==> config.mk <==
export PLATFORM = sky130hd
export DESIGN_NAME = bit_serializer
export DESIGN_NICKNAME = d
export VERILOG_FILES = /design/src/rtl/serial_pkg.sv /design/src/rtl/bit_serializer_piso.sv /design/src/rtl/bit_serializer.sv
export SDC_FILE = /design/constraint.sdc
export NUM_CORES = 1
export LEC_CHECK = 0
export CORE_AREA = 2 2 46 48
export CTS_CLUSTER_SIZE = 40
export DETAILED_ROUTE_END_ITERATION = 10
export DIE_AREA = 0 0 48 50
export HOLD_SLACK_MARGIN = 0.15
export PLACE_DENSITY = 0.68
export SETUP_SLACK_MARGIN = 0.4
export SLEW_MARGIN = 20
export SYNTH_ARGS = -nofsm -noshare
export SYNTH_HDL_FRONTEND = slang
export SYNTH_SLANG_ARGS = --single-unit
==> constraint.sdc <==
create_clock -name clk -period 1.8 [get_ports clk]
set_clock_uncertainty 0.1 [all_clocks]
set_input_delay 0.36 -clock clk [delete_from_list [all_inputs] [get_ports clk]]
set_output_delay 0.36 -clock clk [all_outputs]
set_load 0.005 [all_outputs]
==> src/rtl/serial_pkg.sv <==
// Shared types and constants for the serial feed into the sequence detector.
package serial_pkg;

  typedef enum logic {S_IDLE, S_SHIFT} ser_state_t;

  // Level the detector sees on w whenever no word is being shifted out.
  localparam logic IDLE_BIT_DEFAULT = 1'b0;

endpackage

==> src/rtl/bit_serializer_piso.sv <==
// Parallel-load shift register with bit counter; the head bit and a
// last-bit flag come straight from the flops.
module piso_shift #(
  parameter int WIDTH     = 8,
  parameter int MSB_FIRST = 1
) (
  input  logic             clk,
  input  logic             rst,
  input  logic             load,
  input  logic             shift,
  input  logic [WIDTH-1:0] din,
  output logic             sout,
  output logic             last
);

  localparam int CW = $clog2(WIDTH);

  logic [WIDTH-1:0] sh;
  logic [CW-1:0]    cnt;

  // A load restarts the count; a shift moves the next bit toward the head.
  always_ff @(posedge clk) begin
    if (rst) begin
      sh  <= '0;
      cnt <= '0;
    end else if (load) begin
      sh  <= din;
      cnt <= '0;
    end else if (shift) begin
      if (MSB_FIRST != 0) sh <= {sh[WIDTH-2:0], 1'b0};
      else                sh <= {1'b0, sh[WIDTH-1:1]};
      cnt <= cnt + CW'(1);
    end
  end

  assign sout = (MSB_FIRST != 0) ? sh[WIDTH-1] : sh[0];
  assign last = (cnt == CW'(WIDTH - 1));

endmodule

==> src/rtl/bit_serializer.sv <==
// Word-to-bit serializer feeding the detector input w, with a one-word
// holding buffer so back-to-back words stream without an idle gap.
module bit_serializer
  import serial_pkg::*;
#(
  parameter int   WIDTH     = 8,
  parameter int   MSB_FIRST = 1,
  parameter logic IDLE_BIT  = IDLE_BIT_DEFAULT
) (
  input  logic             clk,
  input  logic             rst,
  input  logic             in_valid,
  input  logic [WIDTH-1:0] in_data,
  output logic             in_ready,
  output logic             w,
  output logic             w_valid,
  output logic             last_bit,
  output logic             busy
);

  ser_state_t       state;
  logic [WIDTH-1:0] hold;
  logic             hold_full;
  logic             sh_out;
  logic             sh_last;
  logic             accept;
  logic             load;
  logic             shift;

  assign accept = in_valid && !hold_full;
  // Loading on the last-bit edge is what makes consecutive words gapless.
  assign load   = hold_full && ((state == S_IDLE) || sh_last);
  assign shift  = (state == S_SHIFT) && !sh_last;

  piso_shift #(
    .WIDTH     (WIDTH),
    .MSB_FIRST (MSB_FIRST)
  ) u_piso (
    .clk   (clk),
    .rst   (rst),
    .load  (load),
    .shift (shift),
    .din   (hold),
    .sout  (sh_out),
    .last  (sh_last)
  );

  // Accept and load are mutually exclusive since accept needs an empty buffer.
  always_ff @(posedge clk) begin
    if (rst) begin
      state     <= S_IDLE;
      hold      <= '0;
      hold_full <= 1'b0;
    end else begin
      if (load) begin
        state     <= S_SHIFT;
        hold_full <= 1'b0;
      end else begin
        if (accept) begin
          hold      <= in_data;
          hold_full <= 1'b1;
        end
        if (state == S_SHIFT && sh_last) state <= S_IDLE;
      end
    end
  end

  assign in_ready = !hold_full;
  assign w_valid  = (state == S_SHIFT);
  assign w        = w_valid ? sh_out : IDLE_BIT;
  assign last_bit = w_valid && sh_last;
  assign busy     = w_valid || hold_full;

endmodule
## Word-level counts from Yosys, hierarchy flattened

Index checks and enable logic that the tools add are counted.

| word-level totals | value |
|---|---|
| flip-flop bits (word level) | 21 |
| word-level logic and storage cells | 26 |

| operators by class | value |
|---|---|
| add/sub/neg operators | 1 |
| equal/unequal tests | 1 |
| mux-type cells | 5 |
| bitwise gates (word level) | 2 |
| reductions and logical operators | 12 |

Operators by type and width:

| kind | count |
|---|---|
| 8-bit two-way mux | 2 |
| 1-bit logical AND | 4 |
| 2-bit nonzero test | 2 |
| 3-bit by 1-bit adder with 3-bit output (second input constant) | 1 |
| 3-bit == test (second input constant) | 1 |
| 1-bit two-way mux | 3 |
| 1-bit logical NOT | 2 |
| 1-bit logical OR | 2 |
| 1-bit NOT | 2 |
| 2-bit AND reduction | 1 |
| 2-bit OR reduction | 1 |

## Longest topological paths before layout

Gate-level depths: netlist of the first run.

| depth | value |
|---|---|
| depth after elaboration | 5 |
| mapped depth | 6 |
| mapped depth without buffers | 5 |

## By module

A second synthesis of the first run with hierarchy kept.

| unflattened totals | value |
|---|---|
| cell total of the unflattened synthesis | 94 |
| area total of the unflattened synthesis | 954.7 um2 |

Modules (own cells, without submodules):

| module | instances | cells each | area each (um2) |
|---|---|---|---|
| piso_shift | 1 | 47 | 496.7 |
| bit_serializer | 1 | 47 | 457.9 |

## Least setup slack after synthesis of the first run

No wires, ideal clock.

| timing | value |
|---|---|
| kind | reg2reg |
| from | register u_piso.cnt[0] |
| to | register u_piso.sh[4] |
| data arrival time | 1.217 ns |
| data required time | 1.614 ns |
| slack | 0.397 ns |
| stages on the path, launching flop included | 7 |
| clock period less this slack | 1.403 ns |
| cells stage by stage | dfxtp_1 -> ha_1 -> ha_1 -> and2b_1 -> buf_4 -> a21oi_1 -> a211oi_1 |

| between the ends | value |
|---|---|
| word-level cells in the longest chain between the ends | 4 |
| elaborated cells on any way between the ends | 7 |
| those cells by class | eq/ne (1); mux (1); reduce/logical (5) |

Ends and longest elaborated chain:

| element | line | text |
|---|---|---|
| start, declared | bit_serializer_piso.sv:19 | `logic [CW-1:0] cnt;` |
| start signal, assigned | bit_serializer_piso.sv:32 | `cnt <= cnt + CW'(1);` |
| 3-bit == test (*) | bit_serializer_piso.sv:37 | `assign last = (cnt == CW'(WIDTH - 1));` |
| 1-bit logical OR or 1-bit logical NOT (tied branches) | bit_serializer.sv:32, bit_serializer.sv:33 |  |
| 1-bit logical AND, on equally long branches | bit_serializer.sv:32, bit_serializer.sv:33 |  |
| 8-bit two-way mux or 2-bit nonzero test (tied branches) | -- |  |
| end signal, assigned | bit_serializer_piso.sv:27 | `sh <= din;` |
| end signal, assigned | bit_serializer_piso.sv:30 | `if (MSB_FIRST != 0) sh <= {sh[WIDTH-2:0], 1'b0};` |
| end signal, assigned | bit_serializer_piso.sv:31 | `else sh <= {1'b0, sh[WIDTH-1:1]};` |
| end, declared | bit_serializer_piso.sv:18 | `logic [WIDTH-1:0] sh;` |

Every way passes the cells marked *; elsewhere a longest branch is shown, timed or not.
A chain may end at the register's enable or synchronous reset.

## Worst setup path after layout of the first run

| timing | value |
|---|---|
| from | register u_piso.cnt[0] |
| to | output last_bit |

| between the ends | value |
|---|---|
| word-level cells in the longest chain between the ends | 2 |

Ends and longest elaborated chain:

| element | line | text |
|---|---|---|
| 3-bit == test | bit_serializer_piso.sv:37 |  |
| 1-bit logical AND | bit_serializer.sv:71 | `assign last_bit = w_valid && sh_last;` |
| end, declared | bit_serializer.sv:17 | `output logic last_bit,` |

Every way passes these cells.

==> results of run 1 <==
worst min-delay path: stages (launching register included):
cell and delay (ns):
dfxtp_1 0.33, nand2_1 0.05, a21oi_1 0.05
path summary, 6_finish.rpt:
| kind | start | endpoint | slack, ns | cells after the start |
|---|---|---|---|---|
| setup / recovery | u_piso.cnt[0] | last_bit | 0.15 | 4 |
| hold / removal | hold[2] | hold[2] | 0.36 | 2 |
| setup reg to reg | u_piso.cnt[0] | u_piso.sh[2] | 0.24 | 6 |
| hold reg to reg | hold[2] | hold[2] | 0.36 | 2 |
kinds of logic (layout without fill, tap and decap cells):
logic type      Yosys count  count (layout)  synth area share
simple gates             43              44            0.2220
compound gates           25              25            0.1677
flops                    21              21            0.4941
buf+inv                   8              29           0.05147
mux                       3               3           0.03530
fa+ha+maj                 2               2           0.02941
metrics by stage:
stage	util	cell area (sq um)
2_1_floorplan	-	854.6
3_3_place_gp	0.5309	1010
3_5_place_dp	0.5309	1010
4_1_cts	0.5908	1124
5_1_grt	0.6105	1161
6_report	0.6105	1161
what timing repair did:
item	4_1_cts	5_1_grt
gates resized for setup	30	12
setup endpoints to repair	18	25
cloned	0	1
hold buffers	0	0
buffers inserted	7	0
pin swaps	4	3
area by class of cell:
type	count	area, sq um	share of cell area
clock buffers	4	26.28	0.02263
repair buffers	24	229.0	0.1972
multi-input cells	74	435.4	0.3750
inverters	1	8.758	0.007543
well taps	27	33.78	0.02909
flip-flops and latches	21	427.9	0.3685
state kept, by name, summed over array words and instances (netlist names):
register    count
hold_full       1
u_piso.cnt      3
u_piso.sh       8
w_valid         1
hold            8
power by group:
part	leakage, nW	switching (W)	total [W]	internal [W]
combinational	0.263	0.0000703	0.000154	0.0000836
clock	0.0150	0.000137	0.000223	0.0000862
sequential	0.174	0.0000170	0.000512	0.000495
layer usage:
layer | routed length (microns) | up-vias | GRT usage
li1 | - | 389 | -
met1 | 786 | 358 | 0.1968
met2 | 811 | 11 | 0.2511
met3 | 44 | 2 | 0.03297
met4 | 13 | 0 | 0.06757
met5 | 0 | - | 0
cells in the final DEF (no fill, tap or decap), drive strengths merged:
cell type	netlist	final
nand2	23	23
dfxtp	21	21
a21oi	18	18
buf	5	13
clkdlybuf4s50	0	10
nor2	8	8
a211oi	7	7
clkbuf	2	4
mux2i	3	3
nand3	3	3
nand2b	3	3
and2b	2	3
and2	2	2
ha	2	2
inv	1	1
or2	1	1
nor3	1	1
dlygate4sd2	0	1
==> results.sh, run 1 <==
export IMPL_fmax_mhz=605.6
export IMPL_ys_flop_type="dfxtp_1"
export IMPL_yosysWarningCount=0
export IMPL_finalNetCount=138
export IMPL_crit_fanout=2
export IMPL_cpPeakStageDelay_ns=0.36
export IMPL_tightest_slew_ns=0.2584
export IMPL_finalCritPeriodShare=0.9173
export IMPL_rows=16
export IMPL_drc_errors=0
export IMPL_arrival_ns=1.19
export IMPL_clockBufferDepth=2
export IMPL_coreArea_sq_um=1902
export IMPL_cts_sinks=21
export IMPL_start_util=0.4474
export IMPL_area_growth_pct=36.47
export IMPL_cp_start_kind="flop"
export IMPL_power_w=0.0008890
export IMPL_finalHoldViolCount=0
export IMPL_num_io_pins=16
export IMPL_drtPass1Iterations=4
export IMPL_status="completed"
export IMPL_max_slew_margin=0.8277
export IMPL_clockRootBuffer="clkbuf_4"
export IMPL_setup_ws_ns=0.1489
export IMPL_synth_most_common_cell="nand2_1"
export IMPL_diodes=0
export IMPL_synthesis_nets=115
export IMPL_die_y_microns=50
export IMPL_cts_tree="done"
export IMPL_die_area_sq_um=2400
export IMPL_crit_buf_inv=1
export IMPL_synth_cells=102
export IMPL_maxCapViolCount=0
export IMPL_synth_top_area_share=0.4941
export IMPL_numPlacedInstances=139
export IMPL_cellPowerDensity_nw_per_um2=765.7
export IMPL_pre_cts_slack_ns=0.06321
export IMPL_wire_per_inst_microns=10.96
export IMPL_via_per_inst=5.033
export IMPL_ys_types=17
export IMPL_fin_setup_tns_ns=0
export IMPL_antenna_found_initial=0
export IMPL_grt_max_degree=22
export IMPL_syn_area_sq_um=850.8
export IMPL_worstPathCellList="ha_4 -> ha_4 -> and2_4 -> buf_6"
export IMPL_initialDrtViolationCount=9
export IMPL_grt_usage=0.1575
export IMPL_clk_latency_ns=0.30
export IMPL_synth_seq_cells=21
export IMPL_synth_top_cell_by_area="dfxtp_1"
export IMPL_synth_area_leaders="dfxtp_1, a21oi_1, nand2_1"
export IMPL_yosys_top_cells_count="nand2_1, dfxtp_1, a21oi_1"
export IMPL_cp_required_ns=1.34
export IMPL_grt_overflow=0
export IMPL_wl_mm=1.655
export IMPL_irDropWorstVdd_mv=0.3868
export IMPL_post_route_min_period_ns=1.651
export IMPL_ant_nets=0
export IMPL_die_width_microns=48
export IMPL_hpwl_mm=1.018
export IMPL_synth_edf_count=0
export IMPL_fin_hold_ws_ns=0.3614
export IMPL_path_clk_slew_ns=0.12
export IMPL_grt_pass1_wl_mm=2.711
export IMPL_p_leak_nw=0.4525
export IMPL_cp_top_family="flip-flops"
export IMPL_report_final_slew_viol_count=0
export IMPL_htreeDepth=1
export IMPL_drive_above_1_share=0.2419
export IMPL_grt_pass1_vias=667
export IMPL_io_buffers=15
export IMPL_seq_area_frac_synth=0.4941
export IMPL_end_kind="primary output"
export IMPL_setup_viol=0
export IMPL_grt_setup_unrepaired="yes"
export IMPL_final_cells=151
export IMPL_gp_congestion=0.6836
export IMPL_syn_area_per_cell_sq_um=8.341
export IMPL_cts_buffers=3
export IMPL_crit_type="reg2out"
export IMPL_async_flop_share=0
export IMPL_hold_class="reg2reg"
export IMPL_via_count=760
export IMPL_fillCellCount=177
export IMPL_critical_path_slowest_cell="dfxtp_2"
export IMPL_crit_top_cell="ha_4"
(Power assumes the default switching activity.)
==> run 2: changes to the inputs <==
--- a/config.mk
+++ b/config.mk
@@ -5,12 +5,13 @@
 export SDC_FILE = /design/constraint.sdc
 export NUM_CORES = 1
 export LEC_CHECK = 0
-export CORE_AREA = 2 2 46 48
+export ABC_AREA = 1
+export CORE_AREA = 2 2 47 49
 export CTS_CLUSTER_SIZE = 40
 export DETAILED_ROUTE_END_ITERATION = 10
-export DIE_AREA = 0 0 48 50
+export DIE_AREA = 0 0 49 51
 export HOLD_SLACK_MARGIN = 0.15
-export PLACE_DENSITY = 0.68
+export PLACE_DENSITY = 0.69
 export SETUP_SLACK_MARGIN = 0.4
 export SLEW_MARGIN = 20
 export SYNTH_ARGS = -nofsm -noshare
==> run 2 against run 1 <==
  * Die area up 4.1%
  * Cell area up 10%
  * Combinational power increased by 23%
==> results.sh, run 2 <==
export IMPL_fillCellCount=201
export IMPL_drc_errors=0
export IMPL_regArea_sq_um=427.9
export IMPL_p_leak_nw=0.6087
export IMPL_cp_startpoint="u_piso.cnt[0]"
export IMPL_finalNetCount=165
export IMPL_synth_area_leaders="dfxtp_1, nand3_1, nand2_1"
export IMPL_drt_met1_wl_microns=840
export IMPL_syn_area_per_cell_sq_um=7.416
export IMPL_status="completed"
export IMPL_ant_nets=0
export IMPL_yosys_top_cells_count="nand2_1, nand3_1, dfxtp_1"
export IMPL_num_io_pins=16
export IMPL_final_common_cell="nand3_1"
export IMPL_grt_usage=0.1751
export IMPL_grt_pass1_wl_mm=3.360
export IMPL_multi_input_area_sq_um=471.7
export IMPL_cts_tree="done"
export IMPL_arrival_ns=1.17
export IMPL_fin_setup_tns_ns=0
export IMPL_reg2reg_slack_ns=0.18
export IMPL_grt_max_degree=17
export IMPL_synth_edf_count=0
export IMPL_coreArea_sq_um=2063
export IMPL_endpoint="last_bit"
export IMPL_path_clk_slew_ns=0.12
export IMPL_report_final_slew_viol_count=0
export IMPL_cts_hold_buf=0
export IMPL_synth_top_area_share=0.4609
export IMPL_wl_mm=1.945
export IMPL_clockRootBuffer="clkbuf_4"
export IMPL_final_cell_mix="nand3_1, nand2_1, nor2_1"
export IMPL_r2r_end="u_piso.sh[2]"
export IMPL_power_w=0.0009306
export IMPL_top_layer_used="met4"
export IMPL_seq_area_frac_synth=0.4609
export IMPL_ys_types=16
export IMPL_synth_top_cell_by_area="dfxtp_1"
export IMPL_cp_start_kind="flop"
export IMPL_drtPass1Iterations=4
export IMPL_ys_flop_type="dfxtp_1"
export IMPL_top_regs="hold x8, u_piso.sh x8, u_piso.cnt x3"
export IMPL_die_y_microns=51
export IMPL_drive_above_1_share=0.2583
export IMPL_synth_cells=123
export IMPL_yosysWarningCount=0
export IMPL_synth_seq_cells=21
export IMPL_hpwl_mm=1.203
export IMPL_hold_class="reg2reg"
export IMPL_die_width_microns=49
export IMPL_finalCritPeriodShare=0.9051
export IMPL_wl_met3_microns=62
export IMPL_wl_met2_mm=1.014
export IMPL_rr_startpoint="u_piso.cnt[0]"
export IMPL_synthesis_nets=136
export IMPL_end_kind="primary output"
export IMPL_cellPowerDensity_nw_per_um2=727.7
export IMPL_irDropWorstVdd_mv=0.4926
export IMPL_post_route_min_period_ns=1.629
export IMPL_io_buffers=15
export IMPL_crit_fanout=2
export IMPL_diodes=0
export IMPL_final_cells=179
export IMPL_setup_viol=0
export IMPL_cts_buffers=3
export IMPL_grt_pass1_vias=774
export IMPL_grt_overflow=0
export IMPL_clockBufferDepth=2
export IMPL_crit_type="reg2out"
export IMPL_numPlacedInstances=165
export IMPL_async_flop_share=0
export IMPL_max_slew_margin=0.8223
export IMPL_tightest_slew_ns=0.2650
export IMPL_maxCapViolCount=0
export IMPL_cts_sinks=21
export IMPL_initialDrtViolationCount=27
export IMPL_wire_per_inst_microns=10.87
export IMPL_clk_latency_ns=0.30
export IMPL_via_per_inst=4.972
export IMPL_htreeDepth=1
export IMPL_r2r_cells=11
export IMPL_grt_setup_unrepaired="yes"
export IMPL_syn_area_sq_um=912.1
export IMPL_gp_congestion=0.7486
export IMPL_die_area_sq_um=2499
export IMPL_start_util=0.4421
export IMPL_antenna_found_initial=0
export IMPL_area_growth_pct=40.19
export IMPL_via_count=890
export IMPL_rows=17
export IMPL_fmax_mhz=613.8
export IMPL_cp_required_ns=1.34
export IMPL_finalHoldViolCount=0
[run 2: changes by cell type after synthesis, sizes merged, moves of 2 or more]
| cell | change |
|---|---|
| and2b | -2 |
| a211oi | -7 |
| nand2b | -3 |
| nor2 | +13 |
| inv | +14 |
| and2 | -2 |
| a21oi | -14 |
| o21ai | +9 |
| nand3 | +19 |
| mux2i | -3 |
[run 2: through the flow]
step           hold slack, ns  utilization  setup slack [ns]  cell area (sq um)
5_1_grt                0.4327       0.6198            0.1107               1279
2_1_floorplan          0.3291            -            0.4090              914.6
3_5_place_dp           0.3619       0.5240           0.03861               1081
4_1_cts                0.3785       0.5901            0.1725               1217
6_report               0.3745       0.6198            0.1709               1279
3_3_place_gp           0.3537       0.5240           0.08195               1081
[run 2: worst min path at each step]
stage / slack (ns) / cells past startpoint / from / to
6_report: 0.37 / 2 / u_piso.sh[0] / u_piso.sh[0]
2_1_floorplan: 0.33 / 1 / rst / u_piso.sh[0]
4_1_cts: 0.38 / 2 / u_piso.sh[0] / u_piso.sh[0]
3_3_place_gp: 0.35 / 2 / u_piso.cnt[1] / u_piso.cnt[1]
3_5_place_dp: 0.36 / 2 / u_piso.sh[0] / u_piso.sh[0]
5_1_grt: 0.43 / 2 / u_piso.cnt[1] / u_piso.cnt[1]
[run 2: kinds of logic (layout without fill, tap and decap cells)]
logic type,after synthesis,after routing,synth area share
flops,21,21,0.4609
compound gates,13,13,0.07133
buf+inv,20,47,0.1152
xor+xnor,1,1,0.009604
fa+ha+maj,2,2,0.02743
simple gates,66,67,0.3155
[run 2: repair_timing]
action,in CTS,in global routing
hold endpoints to repair,0,0
gates cloned,1,1
buffers inserted,6,2
pin swaps,4,5
setup endpoints to repair,17,17
resized for setup,36,9
[run 2: layout make-up]
class | instances | share of cell area
inverters | 15 | 0.05088
flip-flops and latches | 21 | 0.3346
well taps | 28 | 0.02740
clock buffers | 4 | 0.02055
multi-input cells | 83 | 0.3689
repair inverters | 1 | 0.003914
repair buffers | 27 | 0.1937
[run 2: critical path, stage by stage, from the launching register on]
cell and delay (ns):
dfxtp_2 0.35, ha_4 0.16, ha_4 0.15, nand2_2 0.05
inv_1 0.03, buf_2 0.11
[run 2: where the power goes]
group	internal, W	switching [W]	leakage [nW]
logic	0.0000928	0.0000967	0.420
registers	0.000495	0.0000172	0.174
clock network	0.0000864	0.000142	0.0150
total	0.000674	0.000256	0.609
[run 2: layer usage]
metal  vias to the layer above  GRT usage
met2                        19     0.3128
li1                        449          -
met5                         -          0
met4                         0    0.07143
met3                         4    0.02924
met1                       418     0.2096
==> patch 1: new RTL, config.mk and constraints of run 1 <==
`WIDTH` is set to 8 in 2 places; all go to 4.
--- a/src/rtl/bit_serializer_piso.sv
+++ b/src/rtl/bit_serializer_piso.sv
@@ -1,7 +1,7 @@
 // Parallel-load shift register with bit counter; the head bit and a
 // last-bit flag come straight from the flops.
 module piso_shift #(
-  parameter int WIDTH     = 8,
+  parameter int WIDTH     = 4,
   parameter int MSB_FIRST = 1
 ) (
   input  logic             clk,
--- a/src/rtl/bit_serializer.sv
+++ b/src/rtl/bit_serializer.sv
@@ -3,7 +3,7 @@
 module bit_serializer
   import serial_pkg::*;
 #(
-  parameter int   WIDTH     = 8,
+  parameter int   WIDTH     = 4,
   parameter int   MSB_FIRST = 1,
   parameter logic IDLE_BIT  = IDLE_BIT_DEFAULT
 ) (
Ports: changed (resized in_data); port bits go from 16 to 12. The function was not compared with the original's and may differ.
==> patch 1 against run 1 <==
Sequential power down 42%. Sequential cell count decreased by 9. Setup slack gained 0.19 ns. Final area down 40%. Combinational power fell by 40%. Power decreased by 38%. Area after synthesis fell by 40%. Sequential share of layout area decreased by 1.3 points. Routed wire length decreased by 42%. Worst hold slack gained 0.036 ns.
==> patch 1: results (changes against run 1) <==
Placement
  • Placed Cells: 87 (-37%)
  • DP Wirelength: 637 µm (-37%)
  • Placer Congestion: 0.663 (-3.0%)
  • PortBufs: 11 (-4)

Routing
  • DR iter-0 viols: 0 (-9)
  • DR vias/cell: 4.26 (-15%)
  • Via count: 396 (-48%)
  • Avg WL per Cell: 10.2 µm (-6.5%)
  • Met1 Routed Length: 437 µm (-44%)
  • WL met2: 451 µm (-44%)
  • Met3 routed WL: 31 µm (-30%)
  • DR pass1 iterations: 1 (-3)

Critical path
  • CP startpoint: u_piso.cnt[1]
  • Arrival time at the worst endpoint: 1.00 ns (-0.19 ns)
  • Reg2Reg Setup Slack: 0.56 ns (+0.32 ns)
  • FF-to-FF path depth: 4 (-2)
  • Crit path max fanout: 3 (+1)
  • Critical Path Max Stage Delay: 0.34 ns (-0.02 ns)

Finish
  • Final net count: 76 (-45%)
  • NonClk Buf Share: 19.1% (-0.59 points)
  • Area grow syn2layout: 34.8%
  • Share of layout cells above drive strength 1: 31.8% (+7.6 points)
  • Largest registers: hold (4), u_piso.sh (4), u_piso.cnt (2)
  • Clock-cell share: 3.25% (+0.99 points)
  • #MultiIn Comb: 35 (-53%)
  • Antenna Cells: 0 (unchanged)
  • Multi-input logic area: 254 µm² (-42%)
  • Seq Cell Count: 12 (-43%)
  • Clock buffers: 3 (-1)
  • FF+latch area: 246 µm² (-42%)

Pwr
  • Logic pwr share: 16.8% (-0.5 points)
  • Combinational cell power: 0.0000918 W (-40%)
  • Clock Power: 0.000161 W (-28%)
  • Max IR drop VDD: 0.187 mV (-52%)
  • LEAKAGE: 0.285 nW (-37%)

Synthesis
  • Syn nets: 60 (-48%)
  • Commonest cells post-synth: dfxtp_1 (12), mux2i_1 (8), nor2_1 (8), a21oi_1 (4), a211oi_1 (3)
  • Post-synthesis mux area share: 15.6% (+12 points)
  • Synth Area in Compound Gates: 8.27% (-8.5 points)
  • Synth area leaders: dfxtp_1 (47%), mux2i_1 (16%), nor2_1 (5.8%)
  • Avg Synthesized Cell Area: 9.89 µm² (+19%)
  • Sequential-to-total area share from yosys stat: 46.7% (-2.7 points)
  • Netlist cell types: 18 (+1)
  • Fraction of the mapped netlist area in adder cells: 2.43% (-0.51 points)

STA
  • Worst slew pin tran: 0.416 ns (+0.158 ns)

Clock network
  • Worst-Skew Late Latency: 0.27 ns (-0.03 ns)
  • Post_cts resized: 19 (-37%)
  • Post-CTS setup buffer count: 3 (-4)
  • Worst-path clk slew: 0.06 ns (-0.06 ns)

Global routing
  • Met2 Use GR: 14.7% (-10 points)
  • Largest net degree at the start of global routing: 13 (-41%)
  • GRT Overall Usage: 9.52% (-6.2 points)
  • Global routing usage on met1: 8.93% (-11 points)
  • Via count of the first global-routing pass: 384 (-42%)
  • First-pass GRT wire length: 1500 µm (-45%)
  • Routing usage on met3: 4.40% (+1.1 points)

Hold path
  • Worst Hold End: w_valid
  • Hold Path Origin: hold_full

Status
  • Status: complete, no violations
-- patch 1: changes by cell type in the layout (fill, tap and decap cells not counted), sizes merged, moves of 2 or more --
cell,delta
a211oi,-4
a21oi,-14
and2b,-2
buf,-7
clkdlybuf4s50,-4
dfxtp,-9
mux2i,+5
nand2,-22
-- patch 1: logic make-up (layout without fill, tap and decap cells) --
logic type / Yosys count / count (layout)
adders and majority gates: 1 / 1
muxes: 8 / 8
and+or+nand+nor: 19 / 19
AOI/OAI and AO/OA: 7 / 7
DFF: 12 / 12
buffers and inverters: 5 / 19
-- patch 1: metrics by stage --
stage          utilization (%)  hold slack [ns]  area, µm²  setup slack (ns)
6_report                  36.4            0.398        693             0.343
5_1_grt                   36.4            0.422        693             0.307
4_1_cts                   36.1            0.382        687             0.226
3_5_place_dp              33.2            0.370        632             0.230
3_3_place_gp              33.2            0.362        632             0.252
2_1_floorplan                -            0.333        514             0.649
==> patch 2: new RTL, flow settings as in run 1 <==
Made on the original files. Make the reset (`rst`) asynchronous in 2 clocked blocks.
--- a/src/rtl/bit_serializer_piso.sv
+++ b/src/rtl/bit_serializer_piso.sv
@@ -19,7 +19,7 @@
   logic [CW-1:0]    cnt;
 
   // A load restarts the count; a shift moves the next bit toward the head.
-  always_ff @(posedge clk) begin
+  always_ff @(posedge clk or posedge rst) begin
     if (rst) begin
       sh  <= '0;
       cnt <= '0;
--- a/src/rtl/bit_serializer.sv
+++ b/src/rtl/bit_serializer.sv
@@ -46,7 +46,7 @@
   );
 
   // Accept and load are mutually exclusive since accept needs an empty buffer.
-  always_ff @(posedge clk) begin
+  always_ff @(posedge clk or posedge rst) begin
     if (rst) begin
       state     <= S_IDLE;
       hold      <= '0;
Function: differs if rst is asserted again (counterexample within 4 cycles, from zero or initial values and one cycle with rst high); with rst held inactive, the same outputs for 10 cycles.
==> patch 2 against run 1 <==
Area after synthesis grew 11%. Cell count shrank 9.9%. Die area is the same. Via count shrank 13%. Core utilization grew 14 points. Highest routed layer unchanged. Setup slack lost 0.10 ns. Final area grew 23%. Largest cell class is now registers. Sequential cell count is the same. Routed wire length grew 13%.
Power is not compared: it rests on default switching activity, and its combinational part moved more than twofold at a synthesized area within 25%.
==> patch 2: results (changes against run 1) <==
Routing
  • DRT Wirelength: 1860 µm (+13%)
  • Via count: 658 (-13%)
  • DR iter-0 viols: 4 (-5)
  • Met1 Routed Length: 787 µm (+0.13%)
  • DR pass1 iterations: 3 (-1)
  • WL met2: 1020 µm (+26%)
  • Met3 routed WL: 36 µm (-18%)

Synthesis
  • Synth area leaders: dfrtp_1 (56%), mux2_4 (13%), mux2i_1 (8.5%)
  • Syn nets: 88 (-23%)
  • Sequential-to-total area share from yosys stat: 55.7% (+6.3 points)
  • Fraction of registers with async set/reset: 100% (+100 points)
  • Commonest cells post-synth: dfrtp_1 (21), nand2_1 (11), o21ai_0 (9), mux2_4 (8), mux2i_1 (8)
  • Yosys warns: 0 (unchanged)
  • Netlist cell types: 16 (-1)

Placement
  • DP Wirelength: 1090 µm (+7.3%)
  • Placer Congestion: 0.681 (-0.42%)

Global routing
  • GRT Overall Usage: 16.1% (+0.38 points)
  • Initial antenna violation count: 0 (unchanged)
  • Via count of the first global-routing pass: 624 (-6.4%)
  • First-pass GRT wire length: 2750 µm (+1.5%)

STA
  • Worst slew pin tran: 0.252 ns (-0.00601 ns)

Clock network
  • Worst-Skew Late Latency: 0.30 ns (about the same)

Finish
  • Final net count: 123 (-11%)
  • Share of layout cells above drive strength 1: 54.1% (+30 points)
  • Fillers: 124 (-30%)
  • Largest registers: hold (8), u_piso.sh (8), u_piso.cnt (3)
  • Antenna Cells: 0 (unchanged)

Status
  • Status: complete, no violations

Critical path
  • Crit path max fanout: 2 (unchanged)
  • Arrival time at the worst endpoint: 1.29 ns (+0.10 ns)

Hold path
  • Worst hold path class: input pin to asynchronous set/reset pin
-- patch 2: kinds of logic after synthesis --
group | after synthesis | share of synthesized area [%]
adders and majority gates | 2 | 2.65
muxes | 17 | 22.4
and+or+nand+nor | 18 | 8.89
buffers and inverters | 7 | 4.64
AOI/OAI and AO/OA | 10 | 5.70
DFF | 21 | 55.7
-- patch 2: worst max-delay path: stages, from the launching register on --
cell and delay [ns]:
dfrtp_1 0.41, ha_2 0.20, ha_4 0.15, and2_4 0.13
buf_6 0.10
-- patch 2: what timing repair did --
| item | 4_1_cts | 5_1_grt |
|---|---|---|
| gates resized for setup | 47 | 24 |
| pin swaps | 13 | 6 |
| setup endpoints to repair | 23 | 26 |
| setup buffers | 10 | 2 |
| endpoints found under the hold margin | 0 | 0 |
| cloned | 1 | 0 |
-- patch 2: path summary, 6_finish.rpt --
| path | endpoint | start | slack [ns] |
|---|---|---|---|
| min in group clk | u_piso.sh[6] | u_piso.sh[5] | 0.41 |
| setup / recovery | last_bit | u_piso.cnt[1] | 0.05 |
| setup reg to reg | u_piso.sh[2] | u_piso.cnt[1] | 0.23 |
| hold / removal | hold[1] | rst | 0.27 |
| hold reg to reg | u_piso.sh[6] | u_piso.sh[5] | 0.41 |
| max in group asynchronous | u_piso.sh[1] | rst | 1.12 |
-- patch 2: area by class of cell --
type                       count  share of cell area [%]
sequential                    21                    36.8
tap                           27                    2.37
timing repair buffer          34                    24.5
multi-input combinational     47                    33.6
clock buffer                   4                    1.84
inverter                       3                   0.964
-- patch 2: power by group --
part | switching, W | total (W) | internal (W)
clock network | 0.000139 | 0.000226 | 0.0000864
logic | 0.000552 | 0.00140 | 0.000849
registers | 0.000143 | 0.000824 | 0.000681
-- patch 2: routing by layer --
metal / track usage [%] / vias to the layer above
met4: 5.41 / 0
met3: 2.20 / 2
met2: 26.0 / 12
met1: 21.6 / 324
met5: 0 / -
li1: - / 320
-- patch 2: through the flow --
step | area [µm²] | cells | hold WS [ns] | setup slack, ns
floorplan | 948 | 75 | 0.237 | 0.371
global placement | 1160 | 119 | 0.358 | 0.0762
detailed placement | 1160 | 119 | 0.379 | 0.0464
CTS | 1330 | 134 | 0.283 | 0.0370
global route | 1430 | 136 | 0.292 | -0.00434
finish | 1430 | 136 | 0.274 | 0.0475
